--- config.mk ---
export PLATFORM = sky130hd
export DESIGN_NAME = mem_lsu
export DESIGN_NICKNAME = d
export VERILOG_FILES = /design/src/rtl/mem_lsu_pkg.sv /design/src/rtl/mem_lsu_align.sv /design/src/rtl/mem_lsu.sv
export SDC_FILE = /design/constraint.sdc
export NUM_CORES = 1
export LEC_CHECK = 0
export CORE_AREA = 2 2 150 152
export CTS_BUF_LIST = sky130_fd_sc_hd__clkbuf_4 sky130_fd_sc_hd__clkbuf_8 sky130_fd_sc_hd__clkbuf_16
export DETAILED_ROUTE_END_ITERATION = 10
export DIE_AREA = 0 0 152 154
export DONT_BUFFER_PORTS = 1
export GPL_ROUTABILITY_DRIVEN = 0
export PLACE_DENSITY = 0.35
export SKIP_LAST_GASP = 1
export SYNTH_ARGS = -nofsm -noshare
export SYNTH_HDL_FRONTEND = slang
export SYNTH_SLANG_ARGS = --single-unit
export TNS_END_PERCENT = 50
--- constraint.sdc ---
create_clock -name clk -period 2.7 [get_ports clk]
set_clock_uncertainty 0.1 [all_clocks]
set_input_delay 0.27 -clock clk [delete_from_list [all_inputs] [get_ports clk]]
set_output_delay 0.27 -clock clk [all_outputs]
set_load 0.1 [all_outputs]
--- src/rtl/mem_lsu_pkg.sv ---
// Shared opcodes, FSM encoding and bus payload type for the MEM-stage load/store unit.
package mem_lsu_pkg;

    localparam int unsigned DATA_W = 32;
    localparam int unsigned OP_W   = 8;
    localparam int unsigned SEL_W  = 4;

    // Load/store aluOp codes as emitted by the decode stage
    localparam logic [OP_W-1:0] EXE_LB_OP  = 8'b1110_0000;
    localparam logic [OP_W-1:0] EXE_LH_OP  = 8'b1110_0001;
    localparam logic [OP_W-1:0] EXE_LW_OP  = 8'b1110_0011;
    localparam logic [OP_W-1:0] EXE_LBU_OP = 8'b1110_0100;
    localparam logic [OP_W-1:0] EXE_LHU_OP = 8'b1110_0101;
    localparam logic [OP_W-1:0] EXE_SB_OP  = 8'b1110_1000;
    localparam logic [OP_W-1:0] EXE_SH_OP  = 8'b1110_1001;
    localparam logic [OP_W-1:0] EXE_SW_OP  = 8'b1110_1011;

    typedef enum logic [1:0] {
        LSU_IDLE   = 2'd0,
        LSU_ACCESS = 2'd1,
        LSU_DONE   = 2'd2
    } lsu_state_e;

    typedef struct packed {
        logic              we;
        logic [DATA_W-1:0] addr;
        logic [SEL_W-1:0]  sel;
        logic [DATA_W-1:0] wdata;
    } dbus_req_t;

endpackage

--- src/rtl/mem_lsu_align.sv ---
// Combinational lane logic: byte selects, store replication, load extraction/extension
// and alignment check for big-endian MIPS32 memory accesses.
module mem_lsu_align
    import mem_lsu_pkg::*;
(
    input  logic [OP_W-1:0]   alu_op,
    input  logic [1:0]        addr_lo,
    input  logic [DATA_W-1:0] store_data,
    input  logic [DATA_W-1:0] load_word,
    output logic              is_load_c,
    output logic              is_store_c,
    output logic              misaligned_c,
    output logic [SEL_W-1:0]  sel_c,
    output logic [DATA_W-1:0] wdata_c,
    output logic [DATA_W-1:0] load_data_c
);

    logic [7:0]  byte_v;
    logic [15:0] half_v;

    // Big-endian lane pick: address 0 is the most significant byte
    always_comb begin
        byte_v = 8'h00;
        case (addr_lo)
            2'b00:   byte_v = load_word[31:24];
            2'b01:   byte_v = load_word[23:16];
            2'b10:   byte_v = load_word[15:8];
            default: byte_v = load_word[7:0];
        endcase
        half_v = addr_lo[1] ? load_word[15:0] : load_word[31:16];
    end

    always_comb begin
        is_load_c    = 1'b0;
        is_store_c   = 1'b0;
        misaligned_c = 1'b0;
        sel_c        = '0;
        wdata_c      = '0;
        load_data_c  = '0;
        case (alu_op)
            EXE_LB_OP: begin
                is_load_c   = 1'b1;
                sel_c       = 4'b1000 >> addr_lo;
                load_data_c = {{24{byte_v[7]}}, byte_v};
            end
            EXE_LBU_OP: begin
                is_load_c   = 1'b1;
                sel_c       = 4'b1000 >> addr_lo;
                load_data_c = {24'h000000, byte_v};
            end
            EXE_LH_OP: begin
                is_load_c    = 1'b1;
                misaligned_c = addr_lo[0];
                sel_c        = addr_lo[1] ? 4'b0011 : 4'b1100;
                load_data_c  = {{16{half_v[15]}}, half_v};
            end
            EXE_LHU_OP: begin
                is_load_c    = 1'b1;
                misaligned_c = addr_lo[0];
                sel_c        = addr_lo[1] ? 4'b0011 : 4'b1100;
                load_data_c  = {16'h0000, half_v};
            end
            EXE_LW_OP: begin
                is_load_c    = 1'b1;
                misaligned_c = |addr_lo;
                sel_c        = 4'b1111;
                load_data_c  = load_word;
            end
            EXE_SB_OP: begin
                is_store_c = 1'b1;
                sel_c      = 4'b1000 >> addr_lo;
                wdata_c    = {4{store_data[7:0]}};
            end
            EXE_SH_OP: begin
                is_store_c   = 1'b1;
                misaligned_c = addr_lo[0];
                sel_c        = addr_lo[1] ? 4'b0011 : 4'b1100;
                wdata_c      = {2{store_data[15:0]}};
            end
            EXE_SW_OP: begin
                is_store_c   = 1'b1;
                misaligned_c = |addr_lo;
                sel_c        = 4'b1111;
                wdata_c      = store_data;
            end
            default: ;
        endcase
    end

endmodule

--- src/rtl/mem_lsu.sv ---
// MEM-stage load/store unit: drives a req/ack data bus with wait states, stalls the
// pipeline while an access is outstanding, and forwards the write-back bundle.
module mem_lsu
    import mem_lsu_pkg::*;
#(
    parameter int unsigned TIMEOUT = 16
) (
    input  logic        clk,
    input  logic        rst,
    input  logic        mem_wReg,
    input  logic [4:0]  mem_wAddr,
    input  logic [31:0] mem_wData,
    input  logic        mem_wHiLo,
    input  logic [31:0] mem_hiData,
    input  logic [31:0] mem_loData,
    input  logic [7:0]  mem_aluOp,
    input  logic [31:0] mem_mem_addr,
    input  logic [31:0] mem_opNum2,
    output logic        wb_wReg,
    output logic [4:0]  wb_wAddr,
    output logic [31:0] wb_wData,
    output logic        wb_wHiLo,
    output logic [31:0] wb_hiData,
    output logic [31:0] wb_loData,
    output logic        dbus_req,
    output logic        dbus_we,
    output logic [31:0] dbus_addr,
    output logic [3:0]  dbus_sel,
    output logic [31:0] dbus_wdata,
    input  logic [31:0] dbus_rdata,
    input  logic        dbus_ack,
    output logic        stallreq,
    output logic        adel,
    output logic        ades,
    output logic        bus_err
);

    localparam int unsigned CNT_W = (TIMEOUT > 0) ? $clog2(TIMEOUT + 1) : 1;

    lsu_state_e        state;
    logic [CNT_W-1:0]  wait_cnt;
    logic [DATA_W-1:0] rdata_q;
    logic              err_q;

    logic              is_load_c;
    logic              is_store_c;
    logic              misaligned_c;
    logic [SEL_W-1:0]  sel_c;
    logic [DATA_W-1:0] wdata_c;
    logic [DATA_W-1:0] load_data_c;
    logic              go_c;
    logic              timeout_hit_c;
    logic              req_c;
    dbus_req_t         bus_c;

    mem_lsu_align u_align (
        .alu_op       (mem_aluOp),
        .addr_lo      (mem_mem_addr[1:0]),
        .store_data   (mem_opNum2),
        .load_word    (rdata_q),
        .is_load_c    (is_load_c),
        .is_store_c   (is_store_c),
        .misaligned_c (misaligned_c),
        .sel_c        (sel_c),
        .wdata_c      (wdata_c),
        .load_data_c  (load_data_c)
    );

    assign go_c          = (is_load_c | is_store_c) & ~misaligned_c;
    assign timeout_hit_c = (TIMEOUT != 0) && (wait_cnt == CNT_W'(TIMEOUT - 1));

    always_comb begin
        bus_c.we    = is_store_c;
        bus_c.addr  = {mem_mem_addr[31:2], 2'b00};
        bus_c.sel   = sel_c;
        bus_c.wdata = wdata_c;
    end

    // An ack already present in the request cycle completes the access without waiting
    always_ff @(posedge clk) begin
        if (rst) begin
            state    <= LSU_IDLE;
            wait_cnt <= '0;
            rdata_q  <= '0;
            err_q    <= 1'b0;
        end else begin
            case (state)
                LSU_IDLE: begin
                    if (go_c) begin
                        wait_cnt <= '0;
                        err_q    <= 1'b0;
                        if (dbus_ack) begin
                            rdata_q <= dbus_rdata;
                            state   <= LSU_DONE;
                        end else begin
                            state <= LSU_ACCESS;
                        end
                    end
                end
                LSU_ACCESS: begin
                    if (dbus_ack) begin
                        rdata_q <= dbus_rdata;
                        state   <= LSU_DONE;
                    end else if (timeout_hit_c) begin
                        err_q <= 1'b1;
                        state <= LSU_DONE;
                    end else begin
                        wait_cnt <= wait_cnt + CNT_W'(1);
                    end
                end
                LSU_DONE: begin
                    err_q <= 1'b0;
                    state <= LSU_IDLE;
                end
                default: state <= LSU_IDLE;
            endcase
        end
    end

    // Outputs are forced low during reset so an in-flight request is abandoned at once
    always_comb begin
        req_c      = 1'b0;
        dbus_req   = 1'b0;
        dbus_we    = 1'b0;
        dbus_addr  = '0;
        dbus_sel   = '0;
        dbus_wdata = '0;
        stallreq   = 1'b0;
        adel       = 1'b0;
        ades       = 1'b0;
        bus_err    = 1'b0;
        wb_wReg    = 1'b0;
        wb_wAddr   = '0;
        wb_wData   = '0;
        wb_wHiLo   = 1'b0;
        wb_hiData  = '0;
        wb_loData  = '0;
        if (!rst) begin
            wb_wHiLo  = mem_wHiLo;
            wb_hiData = mem_hiData;
            wb_loData = mem_loData;
            wb_wAddr  = mem_wAddr;
            wb_wData  = mem_wData;
            case (state)
                LSU_IDLE: begin
                    if (go_c) begin
                        req_c    = 1'b1;
                        stallreq = 1'b1;
                    end else begin
                        wb_wReg = mem_wReg & ~misaligned_c;
                        adel    = is_load_c & misaligned_c;
                        ades    = is_store_c & misaligned_c;
                    end
                end
                LSU_ACCESS: begin
                    req_c    = 1'b1;
                    stallreq = 1'b1;
                end
                LSU_DONE: begin
                    wb_wReg = mem_wReg & ~err_q;
                    bus_err = err_q;
                    if (is_load_c) begin
                        wb_wData = load_data_c;
                    end
                end
                default: ;
            endcase
            if (req_c) begin
                dbus_req   = 1'b1;
                dbus_we    = bus_c.we;
                dbus_addr  = bus_c.addr;
                dbus_sel   = bus_c.sel;
                dbus_wdata = bus_c.wdata;
            end
        end
    end

endmodule

After elaboration in Yosys (flattened, before gate mapping)
Index checks and enable logic that the tools add are counted.
{ "totals": {"reg_bits": 40, "inputBits": 210, "out_inout_bits": 177, "word_cells": 103} }
{ "op_classes": {"add_sub_neg": 1, "n_eq_ne": 18, "shifts": 1, "mux": 57, "bitwise_logic": 8, "n_reduce_logical": 14} }
{ "ops": {"columns": ["cell", "n"], "rows": [
  ["$mux 32", 11],
  ["$pmux 32 s5", 1],
  ["$pmux 32 s3", 1],
  ["$eq 8x8->1 const B", 8],
  ["$pmux 32 s2", 1],
  ["$pmux 8 s3", 1],
  ["$mux 1", 23],
  ["$mux 5", 4],
  ["$mux 16", 1],
  ["$mux 4", 3],
  ["$pmux 4 s3", 1],
  ["$pmux 5 s2", 1],
  ["$reduce_or 3->1", 3],
  ["$mux 2", 4],
  ["$ne 2x2->1 const B", 4],
  ["$reduce_and 4->1", 2],
  ["$pmux 1 s2", 3],
  ["$add 5x1->5 const B", 1],
  ["$and 1x1->1", 5],
  ["$eq 5x4->1 const B", 1],
  ["$reduce_or 5->1", 1],
  ["$eq 2x1->1 const B", 2],
  ["$eq 2x2->1 const B", 2],
  ["$logic_not 2->1", 2],
  ["other kinds (10)", 13]
]} }

Depth between registers and ports, before layout
Gate-level depths: netlist of run 1.
{ "logic_depth": {"word_depth": 10, "depth_mapped": 8, "mapped_depth_nobuf": 7} }

Cells and area by module
A second synthesis of run 1 with hierarchy kept.
{ "unflattened": {"hier_cells": 700, "hier_area_um2": 4664.5} }
{ "by_module_without_submodules": {"columns": ["module", "instances", "cells_each", "area_per_inst_um2"], "rows": [
  ["mem_lsu", 1, 470, 3206.8],
  ["mem_lsu_align", 1, 230, 1457.6]
]} }

Worst setup path after synthesis of run 1
No wires, ideal clock.
{ "synth_path": {"kind": "input-to-output", "start": "in mem_aluOp[4]", "end": "out ades", "arrival_time_ns": 4.037, "slack_ns": -1.707, "stages": 5, "path_buffers": 2, "cell_sequence": "and4b_1 -> clkbuf_1 -> clkbuf_1 -> nand3_1 -> nor4_1"} }
{ "synth_via": {"elab_chain_len": 8, "elab_cells_between_ends": 22} }
{ "synth_rtl": {"columns": ["item", "line_no", "text"], "rows": [
  ["start: declaration", "mem_lsu.sv:16", "input logic [7:0] mem_aluOp,"],
  ["$eq 8x8->1", "mem_lsu_align.sv:40", "case (alu_op)"],
  ["$reduce_or 5->1 (no source line), or another cell as far along", null, null],
  ["$mux 1 / $pmux 1 s2 (equally long branches)", "mem_lsu_align.sv:40", null],
  ["$or 1x1->1 / $not 1->1 (equally long branches)", "mem_lsu.sv:69", "assign go_c = (is_load_c | is_store_c) & ~misaligned_c;"],
  ["$and 1x1->1", "mem_lsu.sv:69", null],
  ["$mux 1 (*)", "mem_lsu.sv:146", "if (go_c) begin"],
  ["$mux 1 (*)", "mem_lsu.sv:144", "case (state)"],
  ["$mux 1 (*)", "mem_lsu.sv:138", "if (!rst) begin"],
  ["end: declaration", "mem_lsu.sv:34", "output logic ades,"]
]} }
Every way passes the cells marked *; elsewhere a longest branch is shown, timed or not.

Final worst setup path of run 1
{ "layout_path": {"start": "in mem_aluOp[1]", "end": "out dbus_addr[20]"} }
{ "layout_via": {"elab_chain_len": 10, "elab_cells_between_ends": 23} }
{ "layout_rtl": {"columns": ["item", "line_no", "text"], "rows": [
  ["$eq 8x8->1", "mem_lsu_align.sv:40", null],
  ["$reduce_or 5->1 (no source line), or another cell as far along", null, null],
  ["$mux 1 / $pmux 1 s2 (equally long branches)", "mem_lsu_align.sv:40", null],
  ["$or 1x1->1 / $not 1->1 (equally long branches)", "mem_lsu.sv:69", null],
  ["$and 1x1->1 (*)", "mem_lsu.sv:69", null],
  ["$mux 1 (*)", "mem_lsu.sv:146", null],
  ["$pmux 1 s2 (*)", "mem_lsu.sv:144", null],
  ["$mux 1 (*)", "mem_lsu.sv:138", null],
  ["$mux 32 (*)", "mem_lsu.sv:168", "if (req_c) begin"],
  ["$mux 32 (*)", "mem_lsu.sv:138", null],
  ["end: declaration", "mem_lsu.sv:27", "output logic [31:0] dbus_addr,"]
]} }
Every way passes the cells marked *; elsewhere a longest branch is shown, timed or not. The select of a mux whose other input is x is not followed.

==> flow_summary.yaml, run 1 <==
synth:
  synth_most_common_cell: "sky130_fd_sc_hd__nand2_1"
  count_of_flip_flops_with_a_built_in_enable_after_synthesis: 0
  asyncSetResetFlopFracSynth_pct: 0
  ys_dominant_reg_cell: "sky130_fd_sc_hd__dfxtp_1"
  ys_seq_elements: 40
  yosys_warnings: 0
  number_of_distinct_library_cell_variants_in_the_gate_level_netlist_after_synthesis: 54
  top_cell_types_by_occurrence_after_synthesis: "sky130_fd_sc_hd__nand2_1 (114), sky130_fd_sc_hd__nor2b_1 (84), sky130_fd_sc_hd__a21oi_1 (62)"
  netlist_area_mm2: 0.003974
  post_synth_inst_count: 581
  main_area_contributors_after_synthesis: "sky130_fd_sc_hd__dfxtp_1 (20%), sky130_fd_sc_hd__nor2b_1 (13%), sky130_fd_sc_hd__nand2_1 (11%)"
  yosysSeqAreaShare_pct: 20.15
  synthDominantCellAreaShare_pct: 20.15
  synth.largest_area_cell: "sky130_fd_sc_hd__dfxtp_1"
  synthesis.area_per_instance_um2: 6.840
power_and_ir_drop:
  power.density_cell_area_mw_per_mm2: 295.4
  standby_leakage_power_nw: 2.796
  power.ir.vdd_worst_mv: 0.2376
  total_power_w: 0.002290
finish:
  nFillCells: 2212
  fraction_of_final_layout_cells_with_drive_strength_greater_than_1_pct: 49.53
  design.final.nets: 949
  flow.area_growth_from_synthesis_pct: 95.12
  antenna_cells: 0
timing:
  timing_max_transition_violations_final: 0
  finalSetupViolCount: 0
  final.min_clock_period_ns: 2.552
  unrepaired_setup_endpoints_after_global_routing: "false"
  fin_setup_tns_ns: 0
  max_slew_margin_pct: 54.60
  min_period_over_period_pct: 94.52
  final-hold-violation-count: 0
  worst_pin_slew_ns: 0.6809
  max_freq_ghz: 0.3918
route:
  vias_per_cell: 4.663
  drt-total-wl_mm: 19.83
  drt-pass1-iter-count: 4
  drc_errors: 0
  antenna_viol_nets_final: 0
  route.detailed.wl_per_inst_um: 19.49
  drt_iter0_markers: 242
  vias_post_dr: 4742
critical_path:
  crit_fanout: 34
  timing.critical_path.cells: "or2_4 -> o22a_1 -> and3_1 -> o21ai_4 -> inv_2 -> and2_1 -> buf_12"
  critical_path.reg2reg.startpoint: "wait_cnt[0]"
  start_kind: "primary input"
  cp_data_arrival_time_ns: 2.18
  timing.reg2reg.setup_slack_ns: 0.54
  slowest_stage_cell_on_the_critical_path: "sky130_fd_sc_hd__o21ai_4"
  r2r-end: "wait_cnt[3]"
  cp_slowest_stage_delay_ns: 0.35
  crit_path_end_kind: "output pin"
  worst-r2r-cell-count: 7
  setup.worst_path.class: "in -> out"
  critical_path_required_ns: 2.33
clocking:
  cts_tree: "yes"
  clock_sinks: 40
  cts_made_buffers: 5
  h-tree-depth: 2
  clock_tree.buffer_depth: 2
  clkLatencyLatePin_ns: 0.27
  clockRootBuffer: "sky130_fd_sc_hd__clkbuf_16"
  clkSlewWorstSetupHoldPaths_ns: 0.06
floorplanning:
  die_y_extent_um: 154
  fp.coreArea_mm2: 0.02169
  floorplan.io_pins: 387
  die_w_um: 152
  dieArea_mm2: 0.02341
  floorplan.rows: 54
  initial_utilization_pct: 18.32
worst_hold_path:
  worst_hold_path.num_cells: 2
  min_path_type: "in -> reg"
  min_delay_worst_endpoint: "rdata_q[17]"
  holdCritStartpoint: "dbus_rdata[17]"
global_routing:
  grt_pass1_vias: 4910
  grt_first_pass_wirelength_mm: 29.93
  gr-total-overflow: 0
  antenna_found_initial: 0
  grt_util_all_layers_pct: 15.85
  grt_start_max_net_pins: 128
run:
  max_cap_violations: 0
run_status:
  status: "finished, final reports clean"
placed_design:
  dp_hpwl_mm: 16.40
  io_buffers: 0
[cells by family after synthesis]
kind of cell,after synthesis,share of synthesized area (%)
fa+ha+maj,2,0.6296
compound gates,132,23.02
xor+xnor,3,0.6613
buf+inv,59,6.675
flops,40,20.15
simple gates,326,41.88
mux,18,6.895
other cells,1,0.09437
[layout by cell type (no fill, tap or decap), types with 3 or more instances in the layout]
cell / n
sky130_fd_sc_hd__a222oi_1: 8
sky130_fd_sc_hd__a22o_1: 8
sky130_fd_sc_hd__and3_1: 4
sky130_fd_sc_hd__buf_4: 98
sky130_fd_sc_hd__a22oi_1: 4
sky130_fd_sc_hd__nor3_1: 4
sky130_fd_sc_hd__a211oi_4: 31
sky130_fd_sc_hd__mux2i_1: 6
sky130_fd_sc_hd__clkbuf_16: 5
sky130_fd_sc_hd__o21ai_0: 7
sky130_fd_sc_hd__a21oi_2: 12
sky130_fd_sc_hd__buf_12: 100
sky130_fd_sc_hd__nand2_1: 114
sky130_fd_sc_hd__nor2_1: 37
sky130_fd_sc_hd__nor2b_2: 71
sky130_fd_sc_hd__nand2b_1: 4
sky130_fd_sc_hd__inv_1: 4
sky130_fd_sc_hd__and2_1: 42
sky130_fd_sc_hd__dlygate4sd3_1: 3
sky130_fd_sc_hd__nor2b_1: 13
sky130_fd_sc_hd__nand3_1: 3
sky130_fd_sc_hd__nor3_4: 5
sky130_fd_sc_hd__nor2_2: 12
sky130_fd_sc_hd__mux2_2: 5
sky130_fd_sc_hd__a21oi_1: 49
sky130_fd_sc_hd__dfxtp_1: 39
sky130_fd_sc_hd__mux4_2: 7
[worst max-delay path by stage]
| stage | start | end | slack (ns) | cells after the start |
|---|---|---|---|---|
| 2_1_floorplan | mem_aluOp[4] | ades | -0.54 | 5 |
| 3_3_place_gp | mem_aluOp[4] | wb_wData[8] | 0.01 | 6 |
| 3_5_place_dp | mem_aluOp[4] | wb_wData[8] | 0.02 | 6 |
| 4_1_cts | state[1] | wb_wData[8] | 0.006 | 7 |
| 5_1_grt | state[1] | wb_wData[11] | 0.02 | 7 |
| 6_report | mem_aluOp[1] | dbus_addr[20] | 0.15 | 7 |
[through the flow]
step	hold slack (ns)	util [%]	instances	cell area, µm²	worst slack (ns)
2_1_floorplan	0.2461	-	582	4466	-0.5401
3_3_place_gp	0.2557	34.91	1007	7572	0.01334
3_5_place_dp	0.2546	34.91	1007	7572	0.02081
4_1_cts	0.01343	35.78	1018	7760	0.006050
5_1_grt	0.02385	35.75	1017	7754	0.01845
6_report	0.02087	35.75	1017	7754	0.1479
[final cells by class]
class	instances	area [µm²]	share of cell area (%)
tap	280	350.3	4.518
sequential	40	802.0	10.34
inverter	6	22.52	0.2905
timing repair buffer	201	2768	35.69
clock buffer	5	125.1	1.614
multi-input combinational	483	3674	47.38
clock inverter	2	12.51	0.1614
[flip-flops by register name, summed over array words and instances, names as in the netlist]
name      cells
rdata_q      32
wait_cnt      5
state         2
err_q         1
[per-layer routing]
metal,GRT usage (%),routed length [µm]
met1,18.64,7802
met2,29.69,10660
met3,4.059,1257
met4,1.914,104
met5,0,0
[critical path: cells and delay by family]
family / cells / cell delay (ns)
AO/OA/AOI/OAI: 2 / 0.66
buffers and inverters: 2 / 0.45
AND/OR/NAND/NOR: 3 / 0.78
[what timing repair did]
action,4_1_cts,5_1_grt
pin swaps,1,0
hold endpoints to repair,15,0
hold buffers,3,0
endpoints found under the setup margin,32,22
setup buffers,1,0
resized for setup,0,1
[where the power goes]
part	switching (W)	internal [W]	leakage (nW)
combinational	0.000818	0.000315	2.41
clock	0.000222	0.000335	0.0657
sequential	0.00000516	0.000595	0.323
total	0.00105	0.00124	2.80
Power figures use the tool's default switching activity.
==> inputs of run 2 (changes only) <==
--- a/config.mk
+++ b/config.mk
@@ -5,10 +5,10 @@
 export SDC_FILE = /design/constraint.sdc
 export NUM_CORES = 1
 export LEC_CHECK = 0
-export CORE_AREA = 2 2 150 152
-export CTS_BUF_LIST = sky130_fd_sc_hd__clkbuf_4 sky130_fd_sc_hd__clkbuf_8 sky130_fd_sc_hd__clkbuf_16
+export CORE_AREA = 3 3 151 153
+export CTS_BUF_LIST = sky130_fd_sc_hd__clkbuf_2
 export DETAILED_ROUTE_END_ITERATION = 10
-export DIE_AREA = 0 0 152 154
+export DIE_AREA = 0 0 154 156
 export DONT_BUFFER_PORTS = 1
 export GPL_ROUTABILITY_DRIVEN = 0
 export PLACE_DENSITY = 0.35
==> run 2 against run 1 <==
Non-clock buffer count increased by 39. Worst setup slack got worse by 0.048 ns. Fmax decreased by 1.8%. Total power decreased by 11%. Sequential cell count unchanged.
==> flow_summary.yaml, run 2 (synthesis gave the netlist of run 1 again) <==
clocking:
  clkLatencyLatePin_ns: 0.40
  clkSlewWorstSetupHoldPaths_ns: 0.23
  clock_tree.buffer_depth: 2
  cts_made_buffers: 5
  clockRootBuffer: "sky130_fd_sc_hd__clkbuf_2"
  h-tree-depth: 2
  cts_tree: "yes"
  clock_sinks: 40
finish:
  antenna_cells: 0
  post-route-cell-area_mm2: 0.008133
  registers.top_by_ff_count: "rdata_q"
  flow.area_growth_from_synthesis_pct: 104.7
  postLayoutCoreUtil_pct: 37.50
  nFillCells: 2176
  layout_top_registers: "rdata_q x32, wait_cnt x5, state x2"
  fraction_of_final_layout_cells_with_drive_strength_greater_than_1_pct: 49.10
  mostFrequentLayoutCells: "sky130_fd_sc_hd__nand2_1 (114), sky130_fd_sc_hd__buf_12 (103), sky130_fd_sc_hd__buf_4 (101)"
  max_reg_flops: 32
  design.final.nets: 988
  layout.cells.most_common: "sky130_fd_sc_hd__nand2_1"
critical_path:
  setup.worst_path.class: "reg -> out"
  worst-r2r-cell-count: 8
  critical_path_required_ns: 2.33
  timing.critical_path.from: "rdata_q[28]"
  critical_path.reg2reg.startpoint: "state[1]"
  start_kind: "register"
  crit_fanout: 4
  crit_path_end_kind: "output pin"
  timing.reg2reg.setup_slack_ns: 0.25
  cp_data_arrival_time_ns: 2.23
power_and_ir_drop:
  power.clock.fraction_pct: 13.1
  power.density_cell_area_mw_per_mm2: 252.0
  power.ir.vdd_worst_mv: 0.1324
  power.share.sequential_pct: 29.2
  standby_leakage_power_nw: 2.960
  p_sw_share_pct: 51.31
  switchingPower_w: 0.001052
  p_int_w: 0.0009979
  total_power_w: 0.002050
  comb_power_share_pct: 57.7
route:
  route.detailed.wl_per_inst_um: 20.22
  drt_iter0_markers: 410
  antenna_viol_nets_final: 0
  vias_per_cell: 4.710
  vias_post_dr: 4974
  drt-total-wl_mm: 21.35
  drt-pass1-iter-count: 5
  drc_errors: 0
placed_design:
  cell_area_after_placement_mm2: 0.007555
  io_buffers: 0
  dp_hpwl_mm: 16.69
timing:
  max_slew_margin_pct: 56.00
  final-hold-violation-count: 0
  final.min_clock_period_ns: 2.600
  max_freq_ghz: 0.3846
  min_period_over_period_pct: 96.29
  unrepaired_setup_endpoints_after_global_routing: "true"
  finalSetupViolCount: 0
  timing_max_transition_violations_final: 0
  worst_pin_slew_ns: 0.6600
  fin_setup_tns_ns: 0
worst_hold_path:
  holdCritStartpoint: "dbus_ack"
  min_path_type: "in -> reg"
  worst_hold_path.num_cells: 3
global_routing:
  grt_util_all_layers_pct: 15.89
  antenna_found_initial: 0
  gr-total-overflow: 0
  grt_pass1_vias: 5028
  grt_start_max_net_pins: 107
  grt_first_pass_wirelength_mm: 30.37
floorplanning:
  fp.coreArea_mm2: 0.02169
  die_y_extent_um: 156
  floorplan.io_pins: 387
  dieArea_mm2: 0.02402
  initial_utilization_pct: 18.32
  die_w_um: 154
  floorplan.rows: 54
run:
  max_cap_violations: 0
run_status:
  status: "finished, final reports clean"
run 2: critical path: stages, from the launching register on:
cell                       delay, ns
sky130_fd_sc_hd__dfxtp_1        0.42
sky130_fd_sc_hd__mux4_2         0.46
sky130_fd_sc_hd__a222oi_1       0.59
sky130_fd_sc_hd__a211oi_4       0.15
sky130_fd_sc_hd__buf_12         0.20
run 2: metrics by stage:
stage / hold slack, ns / instances / worst slack [ns]
4_1_cts: 0.01799 / 1055 / 0.002305
3_3_place_gp: 0.2547 / 1003 / 0.2097
5_1_grt: 0.01279 / 1056 / -0.01680
6_report: 0.03214 / 1056 / 0.1001
2_1_floorplan: 0.2461 / 582 / -0.5401
3_5_place_dp: 0.2534 / 1003 / 0.1553
run 2: worst paths after layout:
path	endpoint
min	err_q
min reg2reg	rdata_q[15]
max reg2reg	rdata_q[23]
max	wb_wData[4]
run 2: cell type report:
cell class,count,area [µm²],area share (%)
Clock buffer,5,25.02,0.3077
Clock inverter,2,12.51,0.1538
Inverter,6,25.02,0.3077
Multi-Input combinational cell,483,3692,45.40
Sequential cell,40,813.3,10.00
Tap cell,280,350.3,4.308
Timing Repair Buffer,240,3214,39.52
run 2: power by group through the flow:
stage          Clock, W  Sequential, W  Combinational (W)
2_1_floorplan         0       0.000611           0.000904
3_3_place_gp          0       0.000613            0.00113
3_5_place_dp          0       0.000613            0.00113
4_1_cts        0.000279       0.000601            0.00119
5_1_grt        0.000302       0.000600            0.00121
6_report       0.000268       0.000598            0.00118
run 2: layer usage:
metal / GRT usage [%] / vias to the layer above / share of wire (%) / wire length, µm
li1: - / 2340 / - / -
met1: 18.18 / 2362 / 38 / 8007
met2: 30.84 / 252 / 55 / 11680
met3: 2.913 / 20 / 6.5 / 1383
met4: 2.986 / 0 / 1.3 / 280
met5: 0 / - / 0 / 0
run 2: what timing repair did:
item / CTS / global route
buffers inserted: 8 / 2
resized for setup: 9 / 7
pin swaps: 3 / 11
endpoints found under the hold margin: 40 / 0
hold buffers: 34 / 0
cloned: 3 / 1
endpoints found under the setup margin: 40 / 36
==> inputs of run 3 (changes only) <==
==> constraint.sdc (replaced) <==
create_clock -name clk -period 2.9 [get_ports clk]
set_clock_uncertainty 0.1 [all_clocks]
set_input_delay 0.29 -clock clk [delete_from_list [all_inputs] [get_ports clk]]
set_output_delay 0.29 -clock clk [all_outputs]
set_load 0.1 [all_outputs]
==> run 3 against run 2 <==
Final cell count shrank 0.95%. Non-clock buffer count shrank 10. Register-to-register slack gained 0.48 ns. Clock-buffer cell count grew 1. Largest power group unchanged. Sequential power shrank 6.4%. Total power shrank 6.7%. Critical path depth grew 3. Critical path type unchanged. Highest routed layer unchanged. First-iteration DRC count shrank 22%. Sequential share of layout area grew 0.37 points. Largest cell class unchanged.
==> flow_summary.yaml, run 3 (synthesis gave the netlist of run 1 again) <==
run_status:
  status: "finished, final reports clean"
global_routing:
  antenna_found_initial: 0
  grt_pass1_vias: 4964
  grt_start_max_net_pins: 107
  grt_first_pass_wirelength_mm: 31.42
  grt_util_all_layers_pct: 16.53
  gr-total-overflow: 0
clocking:
  clockRootBuffer: "sky130_fd_sc_hd__clkbuf_2"
  clock_sinks: 40
  cts_made_buffers: 5
  cts_tree: "yes"
  clkSlewWorstSetupHoldPaths_ns: 0.21
  clkLatencyLatePin_ns: 0.41
  h-tree-depth: 2
  clock_tree.buffer_depth: 2
critical_path:
  setup.worst_path.class: "reg -> out"
  timing.critical_path.cells: "nand2b_1 -> a2111oi_4 -> buf_4 -> buf_6 -> nor2_1 -> a211oi_4 -> buf_12"
  worst-r2r-cell-count: 7
  start_kind: "register"
  r2r-end: "wait_cnt[3]"
  cp_data_arrival_time_ns: 2.34
  slowest_stage_cell_on_the_critical_path: "sky130_fd_sc_hd__dfxtp_1"
  crit_path_end_kind: "output pin"
  crit_fanout: 18
  critical_path.reg2reg.startpoint: "wait_cnt[0]"
  timing.reg2reg.setup_slack_ns: 0.73
  timing.critical_path.from: "state[1]"
  critical_path_required_ns: 2.51
  timing.critical_path.to: "wb_wData[8]"
  cp_slowest_stage_delay_ns: 0.38
finish:
  design.final.nets: 978
  flow.area_growth_from_synthesis_pct: 94.55
  mostFrequentLayoutCells: "sky130_fd_sc_hd__nand2_1 (114), sky130_fd_sc_hd__buf_4 (112), sky130_fd_sc_hd__buf_12 (81)"
  max_reg_flops: 32
  fraction_of_final_layout_cells_with_drive_strength_greater_than_1_pct: 47.65
  antenna_cells: 0
  finalNonFillerCells: 1046
  layout_top_registers: "rdata_q x32, wait_cnt x5, state x2"
  layout.cells.most_common: "sky130_fd_sc_hd__nand2_1"
  postLayoutCoreUtil_pct: 35.65
  registers.top_by_ff_count: "rdata_q"
  post-route-cell-area_mm2: 0.007731
floorplanning:
  dieArea_mm2: 0.02402
  initial_utilization_pct: 18.32
  die_y_extent_um: 156
  die_w_um: 154
  floorplan.rows: 54
  fp.coreArea_mm2: 0.02169
  floorplan.io_pins: 387
timing:
  min_period_over_period_pct: 94.06
  worst_pin_slew_ns: 0.6299
  max_freq_ghz: 0.3666
  timing_max_transition_violations_final: 0
  final.min_clock_period_ns: 2.728
  unrepaired_setup_endpoints_after_global_routing: "false"
  max_slew_margin_pct: 58.00
  finalSetupViolCount: 0
  final-hold-violation-count: 0
worst_hold_path:
  min_path_type: "in -> reg"
route:
  drc_errors: 0
  vias_post_dr: 4892
  antenna_viol_nets_final: 0
  drt-total-wl_mm: 21.56
  vias_per_cell: 4.677
  drt_iter0_markers: 318
  drt-pass1-iter-count: 5
  route.detailed.wl_per_inst_um: 20.61
placed_design:
  dp.cells: 1004
  dp_hpwl_mm: 17.66
  cell_area_after_placement_mm2: 0.007331
  io_buffers: 0
power_and_ir_drop:
  power.ir.vdd_worst_mv: 0.1316
  total_power_w: 0.001912
  power.density_cell_area_mw_per_mm2: 247.3
  standby_leakage_power_nw: 2.812
run:
  max_cap_violations: 0
## run 3: cell count changes in the layout (fill, tap and decap cells not counted), sizes merged
cell	change
buf	-11
clkbuf	+2
clkinvlp	-1
## run 3: where the power goes
group          switching, W  internal [W]  total (W)
logic              0.000784      0.000320    0.00110
clock network      0.000190     0.0000575   0.000248
registers        0.00000457      0.000555   0.000560
total              0.000979      0.000933    0.00191
## run 3: what timing repair did
action	4_1_cts	5_1_grt
endpoints found under the hold margin	40	0
setup endpoints to repair	0	30
resized for setup	0	4
setup buffers	0	1
hold buffers	34	0
## run 3: cell type report
type / count / area (µm²)
sequential: 40 / 802.0
fill: 2232 / 13960
inverter: 6 / 22.52
tap: 280 / 350.3
clock inverter: 1 / 5.005
timing repair buffer: 230 / 2882
clock buffer: 6 / 30.03
multi-input combinational: 483 / 3640
## run 3: per-stage QoR
step / hold WS, ns / setup slack, ns / TNS, ns
floorplan: 0.2661 / -0.8481 / -9.273
global placement: 0.2738 / 0.3896 / 0
detailed placement: 0.2746 / 0.3390 / 0
CTS: 0.04764 / 0.004680 / 0
global route: 0.07220 / 0.03591 / 0
finish: 0.1266 / 0.1724 / 0
## run 3: worst max-delay path, delay by kind of cell, from the launching register on
kind | cells | cell delay, ns
AND/OR/NAND/NOR | 2 | 0.22
AO/OA/AOI/OAI | 2 | 0.66
buffers and inverters | 3 | 0.66
flip-flops | 1 | 0.38
## run 3: how the worst min path moves through the flow
stage	start	to	slack (ns)	depth (start not counted)
final	rst	rdata_q[29]	0.13	2
after floorplan	dbus_ack	state[0]	0.27	1
after global placement	dbus_ack	state[0]	0.27	1
after detailed placement	dbus_ack	state[0]	0.27	1
after CTS	rst	rdata_q[21]	0.05	2
after global routing	rst	rdata_q[29]	0.07	2
## run 3: metal layers
layer / share of wire (%) / wire (µm) / up-vias / track usage [%]
li1: - / - / 2317 / -
met1: 39 / 8479 / 2354 / 20.24
met2: 54 / 11550 / 212 / 30.82
met3: 6.4 / 1379 / 9 / 3.079
met4: 0.68 / 146 / 0 / 2.229
met5: 0 / 0 / - / 0
